[src/rtl/fetch_stage.sv]
// fetch_stage: instruction-fetch stage plus IF/ID pipeline register.
//   Issues word-aligned reads to a synchronous instruction memory with a
//   fixed 1-cycle read latency. During a stall, a 1-entry skid buffer catches
//   the response that is already in flight. A flush redirects fetch to
//   br_target in the same cycle and squashes the wrong-path instruction.
// Optional feature macro: FETCH_PERF_EN (stall/flush performance counters;
//   when undefined the perf ports are present and read as zero).
// Ports:
//   clk, rst_n         clock, asynchronous active-low reset
//   load_stall         hold IF/ID, throttle fetch
//   flush, br_target   redirect fetch, squash IF/ID
//   imem_req/addr      read request and address (combinational)
//   imem_rdata         read data, valid one cycle after the request
//   id_valid/pc/instr  IF/ID register contents presented to decode
//   perf_stall_cycles  stall cycles not overridden by flush
//   perf_flush_count   flush cycles
module fetch_stage #(
  parameter int unsigned     XLEN      = 32,
  parameter logic [XLEN-1:0] RESET_PC  = '0,
  parameter logic [31:0]     NOP_INSTR = 32'h0000_0013
) (
  input  logic            clk,
  input  logic            rst_n,
  input  logic            load_stall,
  input  logic            flush,
  input  logic [XLEN-1:0] br_target,
  output logic            imem_req,
  output logic [XLEN-1:0] imem_addr,
  input  logic [31:0]     imem_rdata,
  output logic            id_valid,
  output logic [XLEN-1:0] id_pc,
  output logic [31:0]     id_instr,
  output logic [31:0]     perf_stall_cycles,
  output logic [31:0]     perf_flush_count
);

  localparam int unsigned ILEN = 32;

  logic [XLEN-1:0] pc_q;
  logic            inflight_q;
  logic [XLEN-1:0] inflight_pc_q;
  logic            skid_valid_q;
  logic [XLEN-1:0] skid_pc_q;
  logic [ILEN-1:0] skid_instr_q;

  // Request rule: during a stall only request if the skid can absorb the reply.
  assign imem_req  = rst_n & (flush | ~load_stall | (~skid_valid_q & ~inflight_q));
  assign imem_addr = flush ? br_target : pc_q;

  // Fetch PC and in-flight tracking.
  always_ff @(posedge clk or negedge rst_n) begin
    if (!rst_n) begin
      pc_q          <= RESET_PC;
      inflight_q    <= 1'b0;
      inflight_pc_q <= '0;
    end else begin
      inflight_q <= imem_req;
      if (imem_req) begin
        inflight_pc_q <= imem_addr;
      end
      if (flush) begin
        pc_q <= br_target + XLEN'(4);
      end else if (imem_req) begin
        pc_q <= pc_q + XLEN'(4);
      end
    end
  end

  // Skid buffer and IF/ID register; flush > load_stall > normal.
  always_ff @(posedge clk or negedge rst_n) begin
    if (!rst_n) begin
      skid_valid_q <= 1'b0;
      skid_pc_q    <= '0;
      skid_instr_q <= NOP_INSTR;
      id_valid     <= 1'b0;
      id_pc        <= '0;
      id_instr     <= NOP_INSTR;
    end else if (flush) begin
      skid_valid_q <= 1'b0;
      id_valid     <= 1'b0;
      id_instr     <= NOP_INSTR;
    end else if (load_stall) begin
      if (inflight_q) begin
        skid_valid_q <= 1'b1;
        skid_pc_q    <= inflight_pc_q;
        skid_instr_q <= imem_rdata;
      end
    end else if (skid_valid_q) begin
      // Drain the older skid entry first to keep program order.
      id_valid <= 1'b1;
      id_pc    <= skid_pc_q;
      id_instr <= skid_instr_q;
      if (inflight_q) begin
        skid_pc_q    <= inflight_pc_q;
        skid_instr_q <= imem_rdata;
      end else begin
        skid_valid_q <= 1'b0;
      end
    end else if (inflight_q) begin
      id_valid <= 1'b1;
      id_pc    <= inflight_pc_q;
      id_instr <= imem_rdata;
    end else begin
      id_valid <= 1'b0;
      id_instr <= NOP_INSTR;
    end
  end

`ifdef FETCH_PERF_EN
  logic [31:0] stall_cnt_q;
  logic [31:0] flush_cnt_q;

  // Free-running counters, wrap at 2^32.
  always_ff @(posedge clk or negedge rst_n) begin
    if (!rst_n) begin
      stall_cnt_q <= '0;
      flush_cnt_q <= '0;
    end else begin
      if (load_stall && !flush) begin
        stall_cnt_q <= stall_cnt_q + 32'd1;
      end
      if (flush) begin
        flush_cnt_q <= flush_cnt_q + 32'd1;
      end
    end
  end

  assign perf_stall_cycles = stall_cnt_q;
  assign perf_flush_count  = flush_cnt_q;
`else
  assign perf_stall_cycles = 32'h0;
  assign perf_flush_count  = 32'h0;
`endif

endmodule

[config.mk]
export PLATFORM = sky130hd
export DESIGN_NAME = fetch_stage
export DESIGN_NICKNAME = d
export VERILOG_FILES = /design/src/rtl/fetch_stage.sv
export SDC_FILE = /design/constraint.sdc
export NUM_CORES = 1
export LEC_CHECK = 0
export CELL_PAD_IN_SITES_DETAIL_PLACEMENT = 2
export CELL_PAD_IN_SITES_GLOBAL_PLACEMENT = 2
export CORE_MARGIN = 1
export CORE_UTILIZATION = 28
export CTS_CLUSTER_SIZE = 20
export DETAILED_ROUTE_END_ITERATION = 12
export GPL_ROUTABILITY_DRIVEN = 0
export PLACE_DENSITY = 0.76
export SKIP_CTS_REPAIR_TIMING = 1
export SLEW_MARGIN = 30
export SYNTH_ARGS = -nofsm -noshare
export SYNTH_HDL_FRONTEND = slang
export SYNTH_SLANG_ARGS = --single-unit
[constraint.sdc]
create_clock -name clk -period 2.5 [get_ports clk]
set_input_delay 0.625 -clock clk [delete_from_list [all_inputs] [get_ports clk]]
set_output_delay 0.625 -clock clk [all_outputs]
set_load 0.03 [all_outputs]
==> run_results.csv <==
group,metric,value,unit
run_status,status,"completed",
detailed_routing,ant_nets,0,
cells_and_area,drive_gt1_share,21.6,%
cells_and_area,final_area,0.0126,mm2
flow_run,cap_violations,0,
setup_path,critical_path_required,1.88,ns
place,port-buffer-count,165,
sta,fin_skew,0.0135,ns
detailed_routing,post_drt_wl_per_cell,18.9,um
synthesis,async_flop_share,100,%
sta,slew_violations,0,
sta,maxSlewHeadroom,43.9,%
power_and_ir_drop,power,9.63,mW
synthesis,ys_top_cells_by_area,"dfrtp_1 (49%), mux2_2 (8.9%), mux2i_1 (5.8%)",
floorplan,die_h,187,um
clocking,cts_made_buffers,17,
clocking,cts_tree,"yes",
synthesis,synth_edf_count,0,
synthesis,ys_seq_area_share,50.9,%
power_and_ir_drop,powerDensity,763,mW/mm2
synthesis,dominantRegCellSynth,"dfrtp_1",
sta,finalWorstSetupSlack,0.0318,ns
clocking,clk_latency,0.43,ns
synthesis,synth.cell_area,0.00961,mm2
cells_and_area,multiInputGateArea,0.00417,mm2
synthesis,postSynthCellCount,927,
sta,rsz0062_at_grt,"no",
synthesis,synth_most_common_cell,"dfrtp_1",
setup_path,end_kind,"output pin",
synthesis,synthDistinctLibCells,60,
power_and_ir_drop,p_leak,5.67,nW
detailed_routing,viasPerCell,4.79,
place,place_ws,-0.261,ns
synthesis,syn_avg_cell_area,10.4,um2
sta,hold_viol_final,0,
setup_path,critical_path.max_fanout,3,
detailed_routing,routed-via-count,7683,
place,dpl_cell_area,0.0120,mm2
global_routing,gr-total-overflow,0,
sta,whs,0.348,ns
clocking,path_clk_slew,0.07,ns
cells_and_area,fill_cells,3621,
synthesis,synth_top_area_share,49.2,%
setup_path,arrival,1.84,ns
global_routing,grt_antenna_before_repair,0,
global_routing,grt_max_degree,152,
cells_and_area,finish.utilization,37.6,%
floorplan,rows,67,
floorplan,core_area,0.0336,mm2
sta,period_share,98.7,%
synthesis,yosys.area.top_type,"dfrtp_1",
detailed_routing,drc_errors,0,
setup_path,critPathKind,"in -> out",
cells_and_area,nets,1211,
global_routing,grt_pass1_wl,48100,um
sta,period_needed,2.47,ns
clocking,cts.path.max_buffers,2,
hold_path,hp-class,"in -> async",
setup_path,start_kind,"input pin",
floorplan,initial_utilization,28.6,%
cells_and_area,syn_to_final_growth,31.4,%
sta,worst_pin_slew,0.842,ns
clocking,clock-root-buffer,"clkbuf_16",
floorplan,io_pins,230,
detailed_routing,totalWireLength,30200,um
cells_and_area,ff_latch_area,0.00489,mm2
cells_and_area,diodes,0,
detailed_routing,initialDrtViolationCount,315,
clocking,clock-sinks,195,
global_routing,grt_pass1_vias,8485,
floorplan,dieArea,0.0351,mm2
synthesis,ys_seq_elements,195,
detailed_routing,drt-pass1-iter-count,4,
synthesis,netlist_top_cells_count,"dfrtp_1 (189), nand2_1 (114), nor2_1 (80), mux2_2 (76), buf_4 (64)",
clocking,htreeDepth,4,
power_and_ir_drop,ir_drop,0.000448,V
sta,fmaxAchievable,405,MHz
global_routing,grt_usage,17.5,%
place,hpwlAfterDp,21600,um
synthesis,ys_warn_count,0,
sta,setup_violations,0,
floorplan,die_x,187,um
[per-layer routing]
metal,part of all wire [%],vias up,global-route usage [%]
li1,-,3516,-
met1,46,3954,23.0
met2,50,186,30.1
met3,3.2,27,2.55
met4,1.4,0,4.19
met5,0,-,0
[cell families (layout without fill, tap and decap cells)]
family | count (synthesis) | in the layout | synth area share [%]
compound gates | 182 | 182 | 11.8
mux | 132 | 132 | 14.7
other cells | 1 | 64 | 0.0390
simple gates | 257 | 257 | 12.6
fa+ha+maj | 1 | 1 | 0.130
buf+inv | 147 | 312 | 8.71
flops | 195 | 195 | 50.9
xor+xnor | 12 | 12 | 1.09
[per-stage QoR]
stage / cells / setup TNS (ns)
2_1_floorplan: 990 / -1.64
6_report: 1603 / 0
4_1_cts: 1602 / -0.495
5_1_grt: 1603 / 0
3_3_place_gp: 1570 / -0.947
3_5_place_dp: 1570 / -2.90
[registers in the layout, summed over array words and instances (netlist names)]
name           cells
skid_instr_q      32
skid_valid_q       1
id_pc             32
inflight_q         1
id_valid           1
inflight_pc_q     32
skid_pc_q         32
id_instr          32
pc_q              32
[report_power, final]
part | internal (mW) | total [mW] | switching, mW
clock network | 1.32 | 2.62 | 1.30
logic | 1.20 | 2.79 | 1.59
registers | 3.79 | 4.22 | 0.428
[worst max-delay path, cell delays in order]
cell,delay [ns]
clkdlybuf4s50_1,0.45
buf_4,0.17
mux2i_1,0.33
inv_1,0.08
buf_4,0.18
[final cells by class]
cell class	instances	area share [%]
Inverter	27	0.803
Multi-Input combinational cell	648	33.0
Sequential cell	195	38.7
Tap cell	448	4.44
Clock buffer	19	3.51
Timing Repair Buffer	253	18.7
Clock inverter	13	0.813
[worst paths after layout]
check                                end  slack [ns]  depth (start not counted)     startpoint
max reg2reg                     pc_q[22]        0.55                          8        pc_q[3]
min reg2reg                    id_pc[20]        0.48                          2      id_pc[20]
max                        imem_addr[17]        0.03                          5  br_target[17]
min                             id_pc[8]        0.35                          2          rst_n
min in group clk               id_pc[20]        0.48                          2      id_pc[20]
max in group asynchronous   skid_valid_q        1.42                          2          rst_n
[placed cells by master, fill, tap and decap left out, types with 17 or more instances in the layout]
cell,instances
clkbuf_16,17
clkdlybuf4s50_1,129
inv_1,25
nor2_1,80
buf_4,108
dfrtp_1,188
o21ai_0,60
mux2_2,74
mux2i_1,54
conb_1,64
a21oi_1,52
a22oi_1,29
nand2_1,114
Note: power is estimated with default switching activity, not from simulation.
